==> src/rtl/dds_frame_parser.sv <==
// Byte-stream to command-frame parser for the DDS controller register-access path.
// Assembles 8-byte frames (SYNC OP ADDR D3..D0 CSUM), validates them and issues one command.
module dds_frame_parser #(
    parameter logic [7:0]  SYNC_BYTE      = 8'h55,
    parameter int unsigned TIMEOUT_CYCLES = 500000,
    parameter int unsigned TO_W           = 20
) (
    input  logic        clk,
    input  logic        rst,
    input  logic        byte_valid,
    input  logic [7:0]  byte_data,
    output logic        byte_ready,
    output logic        cmd_valid,
    input  logic        cmd_ready,
    output logic [1:0]  cmd_op,
    output logic [7:0]  cmd_addr,
    output logic [31:0] cmd_data,
    output logic        err_pulse,
    output logic [1:0]  err_code,
    output logic [7:0]  ok_cnt,
    output logic [7:0]  err_cnt
);

    typedef enum logic [3:0] {
        StHunt, StOp, StAddr, StD3, StD2, StD1, StD0, StCsum, StIssue
    } state_t;

    localparam logic [TO_W-1:0] ToLast = TO_W'(TIMEOUT_CYCLES - 1);

    state_t          state;
    logic [7:0]      op_sh;
    logic [7:0]      addr_sh;
    logic [31:0]     data_sh;
    logic [TO_W-1:0] to_cnt;

    logic       accept;
    logic       in_frame;
    logic [7:0] csum_calc;
    logic       op_ok;
    logic       timeout;
    logic       csum_err;
    logic       op_err;

    assign byte_ready = (state != StIssue);
    assign accept     = byte_valid && byte_ready;
    assign in_frame   = (state != StHunt) && (state != StIssue);
    assign csum_calc  = op_sh ^ addr_sh ^ data_sh[31:24] ^ data_sh[23:16] ^ data_sh[15:8]
                        ^ data_sh[7:0];
    assign op_ok      = (op_sh == 8'h01) || (op_sh == 8'h02);
    // An accepted byte in the expiry cycle wins over the timeout.
    assign timeout    = in_frame && !accept && (to_cnt == ToLast);
    assign csum_err   = (state == StCsum) && accept && (byte_data != csum_calc);
    assign op_err     = (state == StCsum) && accept && (byte_data == csum_calc) && !op_ok;

    always_ff @(posedge clk) begin
        if (rst) begin
            state     <= StHunt;
            op_sh     <= '0;
            addr_sh   <= '0;
            data_sh   <= '0;
            to_cnt    <= '0;
            cmd_valid <= 1'b0;
            cmd_op    <= '0;
            cmd_addr  <= '0;
            cmd_data  <= '0;
            err_pulse <= 1'b0;
            err_code  <= '0;
            ok_cnt    <= '0;
            err_cnt   <= '0;
        end else begin
            err_pulse <= 1'b0;
            if (in_frame) begin
                to_cnt <= accept ? '0 : to_cnt + TO_W'(1);
            end else begin
                to_cnt <= '0;
            end

            if (timeout || csum_err || op_err) begin
                state     <= StHunt;
                to_cnt    <= '0;
                err_pulse <= 1'b1;
                err_cnt   <= err_cnt + 8'd1;
                err_code  <= csum_err ? 2'b01 : (timeout ? 2'b10 : 2'b11);
            end else begin
                case (state)
                    StHunt: begin
                        if (accept && byte_data == SYNC_BYTE) state <= StOp;
                    end
                    StOp: begin
                        if (accept) begin
                            op_sh <= byte_data;
                            state <= StAddr;
                        end
                    end
                    StAddr: begin
                        if (accept) begin
                            addr_sh <= byte_data;
                            state   <= StD3;
                        end
                    end
                    StD3, StD2, StD1, StD0: begin
                        if (accept) begin
                            data_sh <= {data_sh[23:0], byte_data};
                            state   <= state_t'(state + 4'd1);
                        end
                    end
                    StCsum: begin
                        if (accept) begin
                            cmd_op    <= op_sh[1:0];
                            cmd_addr  <= addr_sh;
                            cmd_data  <= data_sh;
                            cmd_valid <= 1'b1;
                            state     <= StIssue;
                        end
                    end
                    StIssue: begin
                        if (cmd_ready) begin
                            cmd_valid <= 1'b0;
                            ok_cnt    <= ok_cnt + 8'd1;
                            state     <= StHunt;
                        end
                    end
                    default: state <= StHunt;
                endcase
            end
        end
    end

endmodule

==> config.mk <==
export PLATFORM = sky130hd
export DESIGN_NAME = dds_frame_parser
export DESIGN_NICKNAME = d
export VERILOG_FILES = /design/src/rtl/dds_frame_parser.sv
export SDC_FILE = /design/constraint.sdc
export NUM_CORES = 1
export LEC_CHECK = 0
export BUFFER_PORTS_ARGS = -buffer_cell sky130_fd_sc_hd__buf_2
export CORE_MARGIN = 3
export CORE_UTILIZATION = 44
export DETAILED_ROUTE_END_ITERATION = 7
export PLACE_DENSITY = 0.69
export SKIP_LAST_GASP = 1
export SLEW_MARGIN = 20
export SYNTH_ARGS = -nofsm -noshare
export SYNTH_HDL_FRONTEND = slang
export SYNTH_SLANG_ARGS = --single-unit
==> constraint.sdc <==
create_clock -name clk -period 4.2 [get_ports clk]
set_input_delay 0.21 -clock clk [delete_from_list [all_inputs] [get_ports clk]]
set_output_delay 0.21 -clock clk [all_outputs]
set_load 0.005 [all_outputs]
==> impl_metrics.json <==
{
  "outcome": "complete, no violations",
  "avgSynthCellArea_sq_um": 9.498,
  "num_antenna_cells": 0,
  "dieArea_sq_um": 15060,
  "initialDrtViolationCount": 366,
  "post_drt_wl_per_cell_um": 15.59,
  "dp_cells": 851,
  "track_usage": 0.1869,
  "cts_buffers": 17,
  "whs_path_depth": 3,
  "grt_setup_unrepaired": "false",
  "multi_input_comb_area_sq_um": 3141,
  "syn_area_sq_um": 5993,
  "drv_slew": 0,
  "maxCapViolCount": 0,
  "worst_setup_path_end_kind": "flip-flop",
  "fp.dieH_um": 122.7,
  "synth.net_count": 650,
  "cts_max_level": 4,
  "fill_cells": 1184,
  "arrival_ps": 3270,
  "worstSetupEndpoint": "data_sh[17]",
  "fin_tns_setup_ps": 0,
  "cts_tree": "done",
  "reg2reg_depth": 6,
  "cp_max_fo": 26,
  "crit_type": "flip-flop to flip-flop",
  "crit_start": "data_sh[16]",
  "r2r_start": "data_sh[16]",
  "slew_headroom": 0.4533,
  "clock_latency_ps": 410,
  "drt_first_pass_iters": 5,
  "num_vias": 4737,
  "finalCritPeriodShare": 0.7092,
  "ios": 75,
  "ant_nets": 0,
  "synth-seq-cells": 134,
  "layout_common_cells": "134 x dfxtp_1, 93 x nor2_1, 73 x buf_2, 65 x mux2i_1, 36 x nand3_1",
  "worst_pin_slew_ps": 820.0,
  "first_global_vias": 4472,
  "ys_seq_area_frac": 0.4476,
  "synthArstFlopShare": 0,
  "final_layout_size_suffix_gt1_frac": 0.1683,
  "period_needed_ps": 2979,
  "yosysWarnings": 0,
  "drc": 0,
  "stdcell_area_sq_um": 7119,
  "grt_pass1_wl_um": 22220,
  "final_common_cell": "dfxtp_1",
  "hold-worst-slack_ps": 96.38,
  "synth_area_leaders": "dfxtp_1 45%, mux2i_1 11%, xnor3_1 6.0%",
  "fmax_ghz": 0.3357,
  "ys.flop_type": "dfxtp_1",
  "gp_congestion": 0.9099,
  "instances_no_fill": 883,
  "ctsHoldBuffers": 0,
  "r2r_end": "data_sh[17]",
  "dp_hpwl_um": 9596,
  "grt_max_degree": 91,
  "cts.sinks": 134,
  "overflow": 0,
  "clk_pin_slew_ps": 60,
  "max_stage_delay_ps": 570,
  "synth.largest_area_cell": "dfxtp_1",
  "drt_wl_total_um": 13770,
  "initial_utilization": 0.4508,
  "worstPathCellList": "xnor3_1 -> xnor3_1 -> or4_4 -> o21ai_4 -> nand2_2 -> mux2i_1",
  "post_cts_resized": 0,
  "core_sq_um": 13300,
  "hold_violations": 0,
  "cts_setup_buffers": 0,
  "grt_antenna_before_repair": 0,
  "yosysUniqueCellTypes": 43,
  "rrSetupSlack_ps": 1220,
  "crit_top_cell": "xnor3_1",
  "synth.top_cell.area_share": 0.4476,
  "area_growth_pct": 18.79,
  "setup_viol": 0,
  "die_w_um": 122.7,
  "finalPower_uw": 3212,
  "ctsLongestPathBuffers": 2,
  "cp_slowest_cell": "o21ai_4",
  "seqCellArea_sq_um": 2683,
  "num_rows": 42,
  "skew_ps": 11.32,
  "synth_edf_count": 0,
  "port_buffers": 74,
  "root_buffer": "clkbuf_16",
  "vdd_drop_max_mv": 0.3125,
  "syn_inst": 631,
  "avgViaCountPerCell": 5.365,
  "startpoint_type": "flip-flop",
  "placedInstanceArea_sq_um": 6484,
  "worstPathRequired_ps": 4490,
  "hold_class": "input pin to flip-flop",
  "p_leak_uw": 0.003171,
  "powerDensity_nw_per_um2": 451.1,
  "num-nets-final": 713
}
worst min-delay path by stage:
stage / to / slack [ps] / startpoint
after detailed placement: cmd_valid / 460 / cmd_valid
after global placement: to_cnt[0] / 440 / to_cnt[0]
final: op_sh[0] / 100 / byte_data[0]
after global routing: op_sh[0] / 100 / byte_data[0]
after CTS: op_sh[4] / 80 / byte_data[4]
after floorplan: op_sh[2] / 350 / byte_data[2]
critical path: cells and delay by family (launching register included):
family	cells	cell delay [ps]
simple gates	2	880
xor+xnor	2	820
compound gates	1	570
flops	1	380
mux	1	200
Yosys cell counts (all sizes together) (5+ instances only):
cell type / number
clkbuf: 26
nand2b: 20
and3: 10
nor4: 8
o21ai: 28
xnor3: 16
inv: 8
a21oi: 35
nor2b: 9
buf: 9
dfxtp: 134
nor2: 93
nand2: 29
nand3: 36
ha: 7
mux2: 5
mux2i: 65
nand4: 11
xnor2: 23
xor2: 19
and4: 5
nor3: 10
layout make-up:
type | instances | area share
Multi-Input combinational cell | 454 | 0.4411
Sequential cell | 134 | 0.3768
Clock buffer | 22 | 0.06942
Timing Repair Buffer | 79 | 0.05765
Tap cell | 176 | 0.03093
Clock inverter | 10 | 0.01986
Inverter | 8 | 0.004218
registers in the layout (all words and copies together) (netlist names):
| register | flops |
|---|---|
| data_sh | 32 |
| err_cnt | 8 |
| err_code | 2 |
| cmd_data | 32 |
| state | 4 |
| ok_cnt | 8 |
| err_pulse | 1 |
| cmd_op | 2 |
| cmd_valid | 1 |
| to_cnt | 20 |
| cmd_addr | 8 |
| op_sh | 8 |
| addr_sh | 8 |
through the flow:
step	util	setup WS [ps]
finish	0.5355	1221
global route	0.5355	1061
CTS	0.5355	1216
detailed placement	0.4877	1233
global placement	0.4877	1318
floorplan	-	1754
cell families (layout without fill, tap and decap cells):
| group | count (synthesis) | count (layout) | synth area share |
|---|---|---|---|
| flip-flops | 134 | 134 | 0.4476 |
| adder cells (fa/ha/maj) | 7 | 7 | 0.01461 |
| XOR/XNOR | 58 | 58 | 0.1215 |
| AO/OA/AOI/OAI | 75 | 75 | 0.06890 |
| buffers and inverters | 43 | 119 | 0.02839 |
| AND/OR/NAND/NOR | 244 | 244 | 0.2010 |
| multiplexers | 70 | 70 | 0.1180 |
routing by layer:
| metal | wire length [um] | part of all wire | global-route usage | vias to the layer above |
|---|---|---|---|---|
| li1 | - | - | - | 2313 |
| met1 | 6360 | 0.46 | 0.2457 | 2254 |
| met2 | 6436 | 0.47 | 0.2983 | 142 |
| met3 | 635 | 0.046 | 0.04147 | 28 |
| met4 | 332 | 0.024 | 0.07558 | 0 |
| met5 | 0 | 0 | 0 | - |
where the power goes:
group | internal, uW | switching (uW)
clock | 1020 | 558
sequential | 1300 | 33.9
combinational | 135 | 170
total | 2450 | 763
No activity file was read; power rests on OpenSTA's default activity.
